`config.mk`:
```
export PLATFORM = sky130hd
export DESIGN_NAME = instr_sequencer_flat
export DESIGN_NICKNAME = d
export VERILOG_FILES = /design/src/rtl/instr_seq_pkg.sv /design/src/rtl/instr_sequencer_if.sv /design/src/rtl/instr_sequencer_mul.sv /design/src/rtl/instr_sequencer.sv /design/src/flat_wrapper.sv
export SDC_FILE = /design/constraint.sdc
export NUM_CORES = 1
export LEC_CHECK = 0
export ABC_CLOCK_PERIOD_IN_PS = 2600
export CAP_MARGIN = 5
export CORE_MARGIN = 3
export CORE_UTILIZATION = 42
export CTS_CLUSTER_SIZE = 40
export DETAILED_ROUTE_END_ITERATION = 16
export GPL_ROUTABILITY_DRIVEN = 1
export PLACE_DENSITY = 0.78
export SETUP_SLACK_MARGIN = 0.1
export SLEW_MARGIN = 5
export SYNTH_ARGS = -nofsm -noshare
export SYNTH_HDL_FRONTEND = slang
export SYNTH_SLANG_ARGS = --single-unit
```
`constraint.sdc`:
```
create_clock -name clk -period 2.6 [get_ports clk]
set_input_delay 0.26 -clock clk [delete_from_list [all_inputs] [get_ports clk]]
set_output_delay 0.26 -clock clk [all_outputs]
set_load 0.01 [all_outputs]
```
`src/rtl/instr_seq_pkg.sv`:
```
// Shared constants for the multi-cycle instruction sequencer: state encoding,
// halt opcode, multiplier iteration count and datapath widths.
package instr_seq_pkg;

  localparam int DATA_W = 16;
  localparam int OP_W   = 4;
  localparam int CNT_W  = 4;

  localparam logic [OP_W-1:0] HALT_OP_DEFAULT    = 4'b1111;
  localparam int              MUL_CYCLES_DEFAULT = 16;

  localparam logic [2:0] ST_IDLE   = 3'd0;
  localparam logic [2:0] ST_FETCH  = 3'd1;
  localparam logic [2:0] ST_DECODE = 3'd2;
  localparam logic [2:0] ST_EXEC   = 3'd3;
  localparam logic [2:0] ST_MUL    = 3'd4;
  localparam logic [2:0] ST_WB     = 3'd5;
  localparam logic [2:0] ST_HALT   = 3'd6;

endpackage

```
`src/rtl/instr_sequencer_if.sv`:
```
// Decode-side inputs and datapath strobes of the sequencer. The sequencer
// drives the strobes through the master modport; the datapath uses slave.
interface instr_sequencer_if;
  import instr_seq_pkg::*;

  logic              run;
  logic [OP_W-1:0]   opcode;
  logic              mul_flag;
  logic              regwrite_flag;
  logic [DATA_W-1:0] mul_a;
  logic [DATA_W-1:0] mul_b;
  logic              ir_load;
  logic              pc_en;
  logic              rf_we;
  logic              mul_sel;
  logic [DATA_W-1:0] mul_result;
  logic              busy;
  logic              halted;
  logic [DATA_W-1:0] retired;

  modport master (
    input  run, opcode, mul_flag, regwrite_flag, mul_a, mul_b,
    output ir_load, pc_en, rf_we, mul_sel, mul_result, busy, halted, retired
  );

  modport slave (
    output run, opcode, mul_flag, regwrite_flag, mul_a, mul_b,
    input  ir_load, pc_en, rf_we, mul_sel, mul_result, busy, halted, retired
  );

endinterface

```
`src/rtl/instr_sequencer_mul.sv`:
```
// Iterative shift-add multiplier, one bit of the multiplier per cycle.
// done pulses during the final iteration with product already valid.
module shift_add_mul16
  import instr_seq_pkg::*;
#(
  parameter int MUL_CYCLES = MUL_CYCLES_DEFAULT
) (
  input  logic              clk,
  input  logic              rst,
  input  logic              start,
  input  logic [DATA_W-1:0] a,
  input  logic [DATA_W-1:0] b,
  output logic              done,
  output logic [DATA_W-1:0] product
);

  logic [DATA_W-1:0] mcand;
  logic [DATA_W-1:0] mplier;
  logic [DATA_W-1:0] acc;
  logic [DATA_W-1:0] acc_next;
  logic [CNT_W-1:0]  cnt;
  logic              active;

  // product is combinational so the owner can latch it on the same edge
  // that ends the last iteration, keeping MUL at exactly MUL_CYCLES cycles.
  assign acc_next = acc + (mplier[0] ? mcand : '0);
  assign done     = active && (cnt == CNT_W'(MUL_CYCLES - 1));
  assign product  = acc_next;

  always_ff @(posedge clk) begin
    if (rst) begin
      mcand  <= '0;
      mplier <= '0;
      acc    <= '0;
      cnt    <= '0;
      active <= 1'b0;
    end else if (start) begin
      mcand  <= a;
      mplier <= b;
      acc    <= '0;
      cnt    <= '0;
      active <= 1'b1;
    end else if (active) begin
      acc    <= acc_next;
      mcand  <= mcand << 1;
      mplier <= mplier >> 1;
      cnt    <= cnt + 1'b1;
      if (done) active <= 1'b0;
    end
  end

endmodule

```
`src/rtl/instr_sequencer.sv`:
```
// FETCH/DECODE/EXEC/(MUL)/WB sequencer for the 16-bit core. All strobes are
// decoded from registered state so they are clean single-cycle pulses.
module instr_sequencer
  import instr_seq_pkg::*;
#(
  parameter logic [OP_W-1:0] HALT_OP    = HALT_OP_DEFAULT,
  parameter int              MUL_CYCLES = MUL_CYCLES_DEFAULT
) (
  input logic          clk,
  input logic          rst,
  instr_sequencer_if.master bus
);

  logic [2:0]        state;
  logic [2:0]        state_next;
  logic              wb_we_q;
  logic              wb_mul_q;
  logic [DATA_W-1:0] mul_result_q;
  logic [DATA_W-1:0] retired_q;
  logic              mul_start;
  logic              mul_done;
  logic [DATA_W-1:0] mul_product;
  logic              is_halt;

  assign is_halt   = (bus.opcode == HALT_OP);
  assign mul_start = (state == ST_EXEC) && !is_halt && bus.mul_flag;

  shift_add_mul16 #(
    .MUL_CYCLES (MUL_CYCLES)
  ) u_mul (
    .clk     (clk),
    .rst     (rst),
    .start   (mul_start),
    .a       (bus.mul_a),
    .b       (bus.mul_b),
    .done    (mul_done),
    .product (mul_product)
  );

  always_comb begin
    state_next = state;
    case (state)
      ST_IDLE:   if (bus.run) state_next = ST_FETCH;
      ST_FETCH:  state_next = ST_DECODE;
      ST_DECODE: state_next = ST_EXEC;
      ST_EXEC: begin
        if (is_halt)           state_next = ST_HALT;
        else if (bus.mul_flag) state_next = ST_MUL;
        else                   state_next = ST_WB;
      end
      ST_MUL:    if (mul_done) state_next = ST_WB;
      ST_WB:     state_next = bus.run ? ST_FETCH : ST_IDLE;
      ST_HALT:   state_next = ST_HALT;
      default:   state_next = ST_IDLE;
    endcase
  end

  // Write-back qualifiers are captured in EXEC so the WB strobes depend only
  // on registered state, not on whatever Decode presents during WB.
  always_ff @(posedge clk) begin
    if (rst) begin
      state        <= ST_IDLE;
      wb_we_q      <= 1'b0;
      wb_mul_q     <= 1'b0;
      mul_result_q <= '0;
      retired_q    <= '0;
    end else begin
      state <= state_next;
      if (state == ST_EXEC) begin
        wb_we_q  <= bus.regwrite_flag;
        wb_mul_q <= bus.mul_flag;
      end
      if (mul_done) mul_result_q <= mul_product;
      if (state == ST_WB) retired_q <= retired_q + 1'b1;
    end
  end

  assign bus.ir_load    = (state == ST_FETCH);
  assign bus.pc_en      = (state == ST_WB);
  assign bus.rf_we      = (state == ST_WB) && wb_we_q;
  assign bus.mul_sel    = (state == ST_WB) && wb_mul_q;
  assign bus.busy       = (state != ST_IDLE) && (state != ST_HALT);
  assign bus.halted     = (state == ST_HALT);
  assign bus.mul_result = mul_result_q;
  assign bus.retired    = retired_q;

endmodule

```
`src/flat_wrapper.sv`:
```
// flat-port wrapper written by rule: the top's interface ports become plain ports
module instr_sequencer_flat import instr_seq_pkg::*;
#(
  parameter logic [OP_W-1:0] HALT_OP    = HALT_OP_DEFAULT,
  parameter int              MUL_CYCLES = MUL_CYCLES_DEFAULT
)
  (clk, rst, bus_run, bus_opcode, bus_mul_flag, bus_regwrite_flag, bus_mul_a, bus_mul_b, bus_ir_load, bus_pc_en, bus_rf_we, bus_mul_sel, bus_mul_result, bus_busy, bus_halted, bus_retired);
  instr_sequencer_if bus_i ();
  input logic clk;
  input logic rst;
  input wire logic [$bits(bus_i.run)-1:0] bus_run;
  input wire logic [$bits(bus_i.opcode)-1:0] bus_opcode;
  input wire logic [$bits(bus_i.mul_flag)-1:0] bus_mul_flag;
  input wire logic [$bits(bus_i.regwrite_flag)-1:0] bus_regwrite_flag;
  input wire logic [$bits(bus_i.mul_a)-1:0] bus_mul_a;
  input wire logic [$bits(bus_i.mul_b)-1:0] bus_mul_b;
  output wire logic [$bits(bus_i.ir_load)-1:0] bus_ir_load;
  output wire logic [$bits(bus_i.pc_en)-1:0] bus_pc_en;
  output wire logic [$bits(bus_i.rf_we)-1:0] bus_rf_we;
  output wire logic [$bits(bus_i.mul_sel)-1:0] bus_mul_sel;
  output wire logic [$bits(bus_i.mul_result)-1:0] bus_mul_result;
  output wire logic [$bits(bus_i.busy)-1:0] bus_busy;
  output wire logic [$bits(bus_i.halted)-1:0] bus_halted;
  output wire logic [$bits(bus_i.retired)-1:0] bus_retired;
  assign bus_i.run = bus_run;
  assign bus_i.opcode = bus_opcode;
  assign bus_i.mul_flag = bus_mul_flag;
  assign bus_i.regwrite_flag = bus_regwrite_flag;
  assign bus_i.mul_a = bus_mul_a;
  assign bus_i.mul_b = bus_mul_b;
  assign bus_ir_load = bus_i.ir_load;
  assign bus_pc_en = bus_i.pc_en;
  assign bus_rf_we = bus_i.rf_we;
  assign bus_mul_sel = bus_i.mul_sel;
  assign bus_mul_result = bus_i.mul_result;
  assign bus_busy = bus_i.busy;
  assign bus_halted = bus_i.halted;
  assign bus_retired = bus_i.retired;
  instr_sequencer #(.HALT_OP(HALT_OP), .MUL_CYCLES(MUL_CYCLES)) u_core (.clk(clk), .rst(rst), .bus(bus_i));
endmodule
```
# [Word level (Yosys, flattened, before mapping)]
# Cells that the tools add are included.
[word_totals] ff_bits=90 input_bits=41 output_inout_bits=38
[op_classes] add_sub_neg=3 eq_ne=11 n_mux=14 n_reduce_logical=12
[ops] operator="two-way mux 16 bit" count=5
[ops] operator="one-hot mux 3 bit (7 select lines)" count=1
[ops] operator="adder 16 x 1 -> 16 bit (second input constant)" count=1
[ops] operator="adder 16 bit" count=1
[ops] operator="equality test 3 bit (second input constant)" count=3
[ops] operator="two-way mux 3 bit" count=3
[ops] operator="equality test 4 bit (second input constant)" count=2
[ops] operator="equality test 3 x 2 -> 1 bit (second input constant)" count=2
[ops] operator="logical AND 1 bit" count=6
[ops] operator="two-way mux 1 bit" count=5
[ops] operator="adder 4 x 1 -> 4 bit (second input constant)" count=1
[ops] operator="equality test 3 x 1 -> 1 bit (second input constant)" count=1
[ops] operator="zero test 3 bit" count=1
[ops] operator="!= test 3 bit (second input constant)" count=1
[ops] operator="nonzero test 3 bit" count=1
[ops] operator="!= test 2 x 1 -> 1 bit (second input constant)" count=1
[ops] operator="!= test 2 bit (second input constant)" count=1
[ops] operator="AND reduction 2 bit" count=1
[ops] operator="nonzero test 2 bit" count=1
[ops] operator="OR reduction 2 bit" count=1
[ops] operator="zero test 1 bit" count=1

# [Longest topological paths before layout]
# Gate-level depths: netlist (run 1).
[depth] ltp_word=5 ltp_mapped=10 mapped_depth_nobuf=9

# [Hierarchy]
# Synthesis (run 1) repeated with hierarchy kept, for this count alone.
[unflattened] hier_cells=539 area_unflattened_um2=4626.9
[modules_own_cells] mod="shift_add_mul16" n_inst=1 cells_each=362 area_per_inst_um2=2974.1
[modules_own_cells] mod="instr_sequencer" n_inst=1 cells_each=177 area_per_inst_um2=1652.8

# [Worst setup path before layout (run 1)]
# Ideal clock, no wire load.
[synth_path] path_kind="register to register" startpoint="register u_core.u_mul.mplier[0]" endpoint="register u_core.u_mul.acc[10]" t_arrival_ns=2.384 required_ns=2.483 path_slack_ns=0.099 stages_incl_launch_ff=11 path_buffers=1 period_less_slack_ns=2.501 path_cell_list="dfxtp_1 > clkbuf_1 > and2_1 > ha_1 > fa_1 > a21oi_1 > o21ai_1 > a2111o_1 > a31oi_1 > xnor2_1 > a22o_1"
[synth_between] elab_chain_len=2
[synth_lines] item="start, declared" line="instr_sequencer_mul.sv:18" rtl="logic [DATA_W-1:0] mplier;"
[synth_lines] item="start signal, assigned" line="instr_sequencer_mul.sv:46" rtl="mplier <= mplier >> 1;"
[synth_lines] item="two-way mux 16 bit" line="instr_sequencer_mul.sv:26" rtl="assign acc_next = acc + (mplier[0] ? mcand : '0);"
[synth_lines] item="adder 16 bit" line="instr_sequencer_mul.sv:26"
[synth_lines] item="end signal, assigned" line="instr_sequencer_mul.sv:44" rtl="acc <= acc_next;"
[synth_lines] item="end, declared" line="instr_sequencer_mul.sv:19" rtl="logic [DATA_W-1:0] acc;"
# No other way between the ends.
# A chain may end at the register's enable or synchronous reset.

# [Worst setup path after layout (run 1)]
[layout_path] startpoint="register u_core.u_mul.mcand[0]" endpoint="register u_core.u_mul.acc[10]"
[layout_between] elab_chain_len=2
[layout_lines] item="start, declared" line="instr_sequencer_mul.sv:17" rtl="logic [DATA_W-1:0] mcand;"
[layout_lines] item="start signal, assigned" line="instr_sequencer_mul.sv:45" rtl="mcand <= mcand << 1;"
[layout_lines] item="two-way mux 16 bit" line="instr_sequencer_mul.sv:26"
[layout_lines] item="adder 16 bit" line="instr_sequencer_mul.sv:26"
# No other way between the ends.

==> flow_summary.json, run 1 <==
{
  "holdPathEnd": "u_core.bus.retired[0]$_SDFFE_PP0N_",
  "final_cell_mix": "dfxtp_1, clkdlybuf4s50_1, nor2_1",
  "fillers": 958,
  "r2r_cells": 9,
  "synth-edff-count": 0,
  "pwr-share-seq_pct": 52.7,
  "required_ns": 2.88,
  "ir_drop_v": 0.000230,
  "dieWidth_um": 111,
  "synthToLayoutAreaGrowth_pct": 25.5,
  "cts_buffer_depth": 2,
  "ios": 79,
  "whs_path_depth": 2,
  "cts_tree": "done",
  "timing.final.ws_setup_ns": 0.204,
  "n_antenna_cell": 0,
  "io_buffers": 78,
  "setup_violations": 0,
  "combPwrFrac_pct": 8.6,
  "grt_pass1_vias": 3762,
  "worst_setup_path_end_kind": "flip-flop",
  "fp.coreArea_um2": 10500,
  "synth_cells": 520,
  "path_class": "flip-flop to flip-flop",
  "grt_start_max_net_pins": 64,
  "yosys.cell_types.count": 61,
  "tightest_slew_ns": 0.808,
  "fin_cells": 729,
  "wl_per_cell_um": 15.1,
  "holdCritPathClass": "input port to flip-flop",
  "cts_htree_levels": 3,
  "startpoint_type": "flip-flop",
  "synth_area_um2": 4610,
  "rows": 37,
  "fmax_mhz": 417,
  "drc_errors": 0,
  "finalHoldViolations": 0,
  "ant_nets": 0,
  "drt_pre_antenna_iters": 4,
  "finalCritPeriodShare_pct": 92.1,
  "outcome": "completed",
  "max_stage_delay_ns": 0.42,
  "drv_cap": 0,
  "hp-start": "rst",
  "drt_wl_total_um": 11000,
  "postSynth.asyncResetShare_pct": 0,
  "final_common_cell": "dfxtp_1",
  "slew_headroom_pct": 46.1,
  "post-place-ws_ns": 0.0864,
  "cts_buffers": 9,
  "cts_sinks": 90,
  "syn_avg_cell_area_um2": 8.86,
  "via_count": 3957,
  "vias_per_cell": 5.43,
  "final.min_clock_period_ns": 2.40,
  "power.density_nw_per_um2": 470,
  "drive_gt1_share_pct": 8.77,
  "synth-warning-count": 0,
  "first_iter_violations": 236,
  "synthFlopType": "dfxtp_1",
  "synth_nets": 579,
  "seq_area_frac_synth_pct": 39.1,
  "place_hpwl_um": 7940,
  "cp_max_fo": 3,
  "dp_cells": 711,
  "setup-tns-final_ns": 0,
  "rsz0062_at_grt": "false",
  "die_h_um": 111,
  "worst_path_max_delay_cell": "a2111o_1",
  "cp_cell_sequence": "and2_1, ha_1, fa_2, a21oi_2, o21ai_2, a2111o_1, a31oi_1, xnor2_1, a22o_1",
  "initial_core_util_pct": 43.9,
  "gp_congestion": 0.898,
  "regToRegStartpoint": "u_core.u_mul.mcand[0]$_SDFFE_PP0P_",
  "clk_pin_slew_ns": 0.11,
  "grt_first_pass_wirelength_um": 18100,
  "clkPwrFrac_pct": 38.7,
  "grt_usage_pct": 17.7,
  "synth_seq_cells": 90,
  "whs_ns": 0.265,
  "die_area_um2": 12300,
  "root_buffer": "clkbuf_8",
  "p_int_mw": 2.00,
  "crit_start": "u_core.u_mul.mcand[0]$_SDFFE_PP0P_",
  "rr_endpoint": "u_core.u_mul.acc[10]$_SDFFE_PP0P_",
  "overflow": 0,
  "finClkSkew_ns": 0.0179,
  "path_delay_family": "compound AO/OA/AOI/OAI gates",
  "fin_util_pct": 55.0,
  "grt_antenna_before_repair": 0,
  "timing.reg2reg.setup_slack_ns": 0.20,
  "power.net_switching_mw": 0.714,
  "critPathBufInv": 0,
  "clkLatencyLatePin_ns": 0.38,
  "power.leakage_nw": 2.08,
  "finalMaxSlewViolations": 0,
  "cp.arrival_ns": 2.67,
  "finalNetCount": 647,
  "sw_frac_of_total_pct": 26.3
}
==> sequential cells by signal, indices dropped and copies added, names as in the netlist <==
name,cells
u_core.wb_mul_q,1
u_core.u_mul.cnt,4
u_core.u_mul.mplier,16
u_core.u_mul.mcand,16
u_core.wb_we_q,1
u_core.bus.mul_result,16
u_core.u_mul.acc,16
u_core.state,3
u_core.u_mul.active,1
u_core.bus.retired,16
==> Yosys cell counts, drive strengths merged, types with 4 or more instances <==
| cell type | instances | area, µm² |
|---|---|---|
| a22o | 4 | 35.0 |
| xnor2 | 12 | 105 |
| nor2b | 4 | 25.0 |
| buf | 12 | 63.8 |
| nand2 | 35 | 131 |
| nand2b | 6 | 37.5 |
| nand3 | 19 | 95.1 |
| mux2i | 40 | 400 |
| clkbuf | 19 | 71.3 |
| a21o | 6 | 45.0 |
| a31oi | 5 | 31.3 |
| a211oi | 35 | 263 |
| o21ai | 16 | 83.8 |
| xor2 | 14 | 123 |
| a21oi | 22 | 129 |
| dfxtp | 90 | 1800 |
| inv | 5 | 18.8 |
| nand3b | 11 | 82.6 |
| and2 | 20 | 125 |
| nor2 | 74 | 285 |
| nand4 | 11 | 81.3 |
| nor3 | 5 | 35.0 |
| ha | 17 | 213 |
==> worst register-to-register path, cell delays in order, from the launching register on <==
cell and delay, ns:
dfxtp_1 0.33, and2_1 0.15, ha_1 0.20, fa_2 0.37
a21oi_2 0.18, o21ai_2 0.12, a2111o_1 0.42, a31oi_1 0.20
xnor2_1 0.11, a22o_1 0.21
==> power groups by stage <==
stage | Sequential, mW | Clock, mW | Combinational, mW
3_5_place_dp | 1.46 | 0 | 0.232
3_3_place_gp | 1.46 | 0 | 0.229
2_1_floorplan | 1.45 | 0 | 0.140
5_1_grt | 1.44 | 1.11 | 0.253
6_report | 1.43 | 1.05 | 0.233
4_1_cts | 1.43 | 1.06 | 0.234
==> kinds of logic after synthesis <==
group | synth area share (%)
simple gates | 22.5
xor+xnor | 4.94
buf+inv | 3.34
flops | 39.1
fa+ha+maj | 5.05
mux | 8.69
compound gates | 16.4
==> per-stage QoR <==
stage,cell area [µm²],power [mW]
final,5780,2.72
after global routing,5780,2.80
after CTS,5710,2.73
after detailed placement,5490,1.69
after global placement,5490,1.69
after floorplan,4610,1.59
==> repair_timing <==
item,4_1_cts,5_1_grt
endpoints found under the hold margin,0,0
hold buffers,0,0
buffers inserted,0,2
resized for setup,1,16
setup endpoints to repair,2,13
pin swaps,0,4
==> worst max-delay path by stage <==
stage	endpoint	slack [ns]	depth (start not counted)
floorplan	u_core.u_mul.acc[10]$_SDFFE_PP0P_	0.11	10
global route	u_core.u_mul.acc[10]$_SDFFE_PP0P_	0.11	9
CTS	u_core.bus.mul_result[14]$_SDFFE_PP0P_	0.11	9
finish	u_core.u_mul.acc[10]$_SDFFE_PP0P_	0.20	9
global placement	u_core.bus.mul_result[14]$_SDFFE_PP0P_	0.18	9
detailed placement	u_core.u_mul.acc[12]$_SDFFE_PP0P_	0.09	9
==> routing by layer <==
metal	part of all wire [%]	vias to the layer above	track usage (%)
met5	0	-	0
met1	47	1828	24.0
met2	45	106	27.4
li1	-	2005	-
met4	2.1	0	6.98
met3	5.7	18	3.93
==> final cells by class <==
| class | count | area (µm²) | share of cell area [%] |
|---|---|---|---|
| multi-input combinational | 394 | 2720 | 47.0 |
| tap | 136 | 170 | 2.94 |
| sequential | 90 | 1800 | 31.2 |
| inverter | 5 | 18.8 | 0.324 |
| clock buffer | 9 | 124 | 2.14 |
| timing repair buffer | 88 | 855 | 14.8 |
| clock inverter | 7 | 95.1 | 1.64 |
Power figures use the tool's default switching activity.
==> run 2, diff against run 1 <==
ABC_CLOCK_PERIOD_IN_PS = not set   (was 2600)
PLACE_DENSITY = 0.76   (was 0.78)
clock period = 2.35 ns   (was 2.6 ns; I/O delays follow)
==> flow_summary.json, run 2 (same netlist as run 1, synthesis figures left out) <==
{
  "outcome": "completed",
  "ios": 79,
  "path_class": "flip-flop to flip-flop",
  "initial_core_util_pct": 43.9,
  "grt_usage_pct": 18.3,
  "final_common_cell": "dfxtp_1",
  "io_buffers": 78,
  "root_buffer": "clkbuf_8",
  "vias_per_cell": 5.50,
  "combPwrFrac_pct": 9.2,
  "drt_wl_total_um": 11500,
  "finalMaxSlewViolations": 0,
  "cp.arrival_ns": 2.62,
  "rsz0062_at_grt": "true",
  "die_area_um2": 12300,
  "finalCritPeriodShare_pct": 99.8,
  "cts_buffers": 9,
  "first_iter_violations": 228,
  "dieWidth_um": 111,
  "holdCritPathClass": "input port to flip-flop",
  "cts_hold_buffers": 0,
  "cts_tree": "done",
  "wl_per_cell_um": 15.5,
  "setup_violations": 0,
  "clkPwrFrac_pct": 35.3,
  "fmax_mhz": 426,
  "cts_htree_levels": 3,
  "grt_antenna_before_repair": 0,
  "required_ns": 2.62,
  "drc_errors": 0,
  "ant_nets": 0,
  "finalNetCount": 663,
  "cp_max_fo": 7,
  "die_h_um": 111,
  "place_hpwl_um": 8210,
  "post_dp_cell_area_um2": 5610,
  "ir_drop_v": 0.000271,
  "finClkSkew_ns": 0.0153,
  "rows": 37,
  "fp.coreArea_um2": 10500,
  "clk_pin_slew_ns": 0.10,
  "clkLatencyLatePin_ns": 0.37,
  "finalHoldViolations": 0,
  "via_count": 4097,
  "final.min_clock_period_ns": 2.35,
  "cts_buffer_depth": 2,
  "tightest_slew_ns": 0.422,
  "grt_pass1_vias": 4002,
  "drt_pre_antenna_iters": 4,
  "overflow": 0,
  "grt_start_max_net_pins": 64,
  "n_antenna_cell": 0,
  "slew_headroom_pct": 71.7,
  "final_area_um2": 6170,
  "sw_frac_of_total_pct": 26.5,
  "worst_setup_path_end_kind": "flip-flop",
  "final_cell_mix": "dfxtp_1, clkdlybuf4s50_1, nor2_1",
  "grt_first_pass_wirelength_um": 19000,
  "synthToLayoutAreaGrowth_pct": 33.8,
  "whs_ns": 0.256,
  "power.net_switching_mw": 0.758,
  "startpoint_type": "flip-flop",
  "power.density_nw_per_um2": 463,
  "pwr-share-seq_pct": 55.5,
  "cts_sinks": 90,
  "timing.reg2reg.setup_slack_ns": 0.004,
  "gp_congestion": 0.898,
  "drive_gt1_share_pct": 16.1,
  "power.leakage_nw": 2.19,
  "p_int_mw": 2.10,
  "drv_cap": 0
}
==> run 2: cell count changes in the layout (fill, tap and decap cells not counted), sizes merged <==
cell / previous run / this run
buf: 11 / 27
bufinv: 1 / 0
clkinv: 1 / 2
==> run 2: metal layers <==
| layer | track usage, % | share of wire (%) | vias up |
|---|---|---|---|
| met5 | 0 | 0 | - |
| met4 | 7.14 | 1.9 | 0 |
| met3 | 3.06 | 4.9 | 20 |
| met2 | 29.4 | 47 | 109 |
| met1 | 24.4 | 47 | 1921 |
| li1 | - | - | 2047 |
==> run 2: layout make-up <==
class / instances / area [µm²]
multi-input combinational: 394 / 2990
sequential: 90 / 1810
clock inverter: 7 / 60.1
timing repair buffer: 104 / 1000
inverter: 5 / 18.8
fill: 899 / 4340
tap: 136 / 170
clock buffer: 9 / 124
==> run 2: final timing paths <==
| check | from | to | cells after the start |
|---|---|---|---|
| setup / recovery | u_core.u_mul.mplier[0]$_SDFFE_PP0P_ | u_core.u_mul.acc[10]$_SDFFE_PP0P_ | 9 |
| hold / removal | rst | u_core.bus.mul_result[1]$_SDFFE_PP0P_ | 2 |
| setup reg to reg | u_core.u_mul.mplier[0]$_SDFFE_PP0P_ | u_core.u_mul.acc[10]$_SDFFE_PP0P_ | 9 |
| hold reg to reg | u_core.wb_we_q$_SDFFE_PP0N_ | u_core.wb_we_q$_SDFFE_PP0N_ | 2 |
==> run 2: power groups by stage <==
stage	Combinational [mW]	Clock [mW]	Sequential (mW)
after CTS	0.261	1.04	1.58
after floorplan	0.157	0	1.60
after global placement	0.253	0	1.62
after detailed placement	0.259	0	1.62
final	0.264	1.01	1.58
after global routing	0.287	1.09	1.59
==> run 2: critical path, stage by stage, from the launching register on <==
cell,delay (ns)
dfxtp_4,0.37
and2_4,0.14
ha_4,0.16
fa_2,0.37
a21oi_4,0.18
o21ai_4,0.10
a2111o_1,0.42
a31oi_1,0.18
xnor2_1,0.11
a22o_1,0.22
==> run 2: stage by stage <==
stage	instances	util, %	setup WS, ns	power [mW]	TNS (ns)
floorplan	520	-	0.0255	1.76	0
global route	745	58.7	-0.0903	2.97	-0.169
detailed placement	721	53.4	0.00257	1.88	0
global placement	721	53.4	0.0443	1.87	0
finish	745	58.7	0.00370	2.86	0
CTS	742	55.9	0.0544	2.88	0
==> run 2: what timing repair did <==
action                                  in CTS  in global routing
gates resized for setup                      9                 48
setup buffers                                5                  3
pin swaps                                    8                 20
endpoints found under the setup margin       8                 22
==> patch, RTL diff (flow settings as in run 2) <==
The package constant `OP_W` goes from 4 to 5.
--- a/src/rtl/instr_seq_pkg.sv
+++ b/src/rtl/instr_seq_pkg.sv
@@ -5,3 +5,3 @@
   localparam int DATA_W = 16;
-  localparam int OP_W   = 4;
+  localparam int OP_W   = 5;
   localparam int CNT_W  = 4;
Interface: changed (resized bus_opcode); port bits go from 79 to 80. No check against the original RTL was run, so the function may have changed too.
==> patch against run 2 <==
The flow now finishes with violations (negative setup slack). Area after synthesis down 0.95%. Sequential cell count stayed put. Cell area is 0.41% lower. Wire length decreased by 3.6%. Setup slack got worse by 0.15 ns. Global-route usage grew 0.42 points. Power up 8.6%. Count of clock-buffer cells in the layout up 3. Critical path type unchanged. Largest cell class unchanged.
==> patch: results (changes against run 2) <==
status complete, but fails checks; violated checks negative setup slack; DR WL/cell 14.8 um (-4.4%); sequential share of the synthesized area 39.5% (+0.37 points); met2 WL 5.10 mm (-5.2%); global-route track usage on met3 2.33% (-0.73 points); Synth Area in Compound Gates 15.2% (-1.2 points); mux cell area share after synthesis 8.99% (+0.30 points); Synth Area in XOR/XNOR 4.99% (+0.047 points); fraction of layout cells with a size suffix above 1 13.7% (-2.4 points); Placed Area 5650 um2 (+0.58%); global-route wire length before repair 18.1 mm (-4.4%); met2 Track Usage GR 29.5% (about the same); Max-Slew Margin vs Limit 49.8% (-22 points); LEAKAGE 0.00231 uW (+5.1%); adder-cell share of the synthesized area 5.10% (+0.048 points); Final nets 670 (+1.1%); GRT Total Usage 18.7% (+0.42 points); Met3 Wirelength 537 um (-4.1%); H-Tree Depth 3 (unchanged); hold worst-path end u_core.bus.mul_result[6]; syn nets 581 (+0.35%); # fillers 915 (+1.8%); met1 Use GR 25.8% (+1.5 points); IO Port Bufs 79 (+1.3%); drt initial violations 268 (+18%); skew final 0.0107 ns (-0.00463 ns); worst reg2reg path depth 9 (unchanged); Critical Path AT 2.80 ns (+0.18 ns); synth top area cells dfxtp_1, mux2i_1, nor2_1; sw frac 21.7% (-4.8 points); CP max stage cell or4_1; drt pass-1 iters 5 (+1); CP max FO 5 (-2); Final WS setup -0.141 ns (-0.145 ns); final setup violation count 5 (+5); Met1 Wirelength 5.27 mm (-2.0%); Clk pin slew, worst setup/hold paths 0.09 ns; crit start category flop; Distinct cells, synth 47 (-23%); number of global-route vias before repair 3,795 (-5.2%); Final GP Congestion 0.937 (+4.4%); CTS Buf Count 9 (unchanged); max incr delay on CP 0.48 ns (+0.06 ns); Post-synth top cells dfxtp_1, nor2_1, mux2i_1; Hold Crit Start rst; initial antenna violation count 0 (unchanged); Max Used Layer met4; Post-DP HPWL 7.63 mm (-7.1%); Worst VDD drop 0.000315 V (+16%); vias per cell 5.42 (-1.5%); largest net degree at the start of global routing 65 (+1.6%)
==> patch: changes by cell type in the layout (fill, tap and decap cells not counted), sizes merged, moves of 4 or more <==
cell,run 2,this run
buf,27,36
o21ai,16,8
nand3,19,26
or4,2,9
a21o,6,12
nand3b,11,5
nand2,35,31
nand4b,1,5
==> patch: what timing repair did <==
| item | 4_1_cts | 5_1_grt |
|---|---|---|
| gates resized for setup | 16 | 19 |
| pin swaps | 12 | 10 |
| buffers inserted | 7 | 2 |
| setup endpoints to repair | 14 | 19 |
==> patch: through the flow <==
stage / TNS, ns / instances / hold WS, ns / power, uW / worst slack (ns)
after floorplan: -0.289 / 521 / 0.382 / 1700 / -0.220
after global placement: -0.154 / 726 / 0.443 / 1810 / -0.100
after detailed placement: -0.500 / 726 / 0.451 / 1820 / -0.105
after CTS: -0.368 / 749 / 0.286 / 3120 / -0.101
after global routing: -1.03 / 751 / 0.336 / 3200 / -0.224
final: -0.455 / 751 / 0.308 / 3100 / -0.141
==> patch: layout make-up <==
class                      count  area [um2]  share of cell area, %
multi-input combinational    390        2820                   45.9
sequential                    90        1810                   29.4
timing repair buffer         114        1080                   17.5
clock buffer                  12         155                   2.53
clock inverter                 4        97.6                   1.59
tap                          136         170                   2.77
inverter                       5        18.8                  0.306
==> patch: worst max-delay path, delay by kind of cell (launching register included) <==
family / cells / cell delay [ns]
AO/OA/AOI/OAI: 4 / 0.87
AND/OR/NAND/NOR: 3 / 0.71
adder cells (fa/ha/maj): 2 / 0.49
flip-flops: 1 / 0.35
==> patch: power groups by stage <==
stage | Clock [uW] | Combinational [uW] | Sequential (uW)
global placement | 0 | 218 | 1590
CTS | 1340 | 223 | 1560
floorplan | 0 | 109 | 1590
global route | 1390 | 244 | 1560
finish | 1320 | 223 | 1560
detailed placement | 0 | 222 | 1590
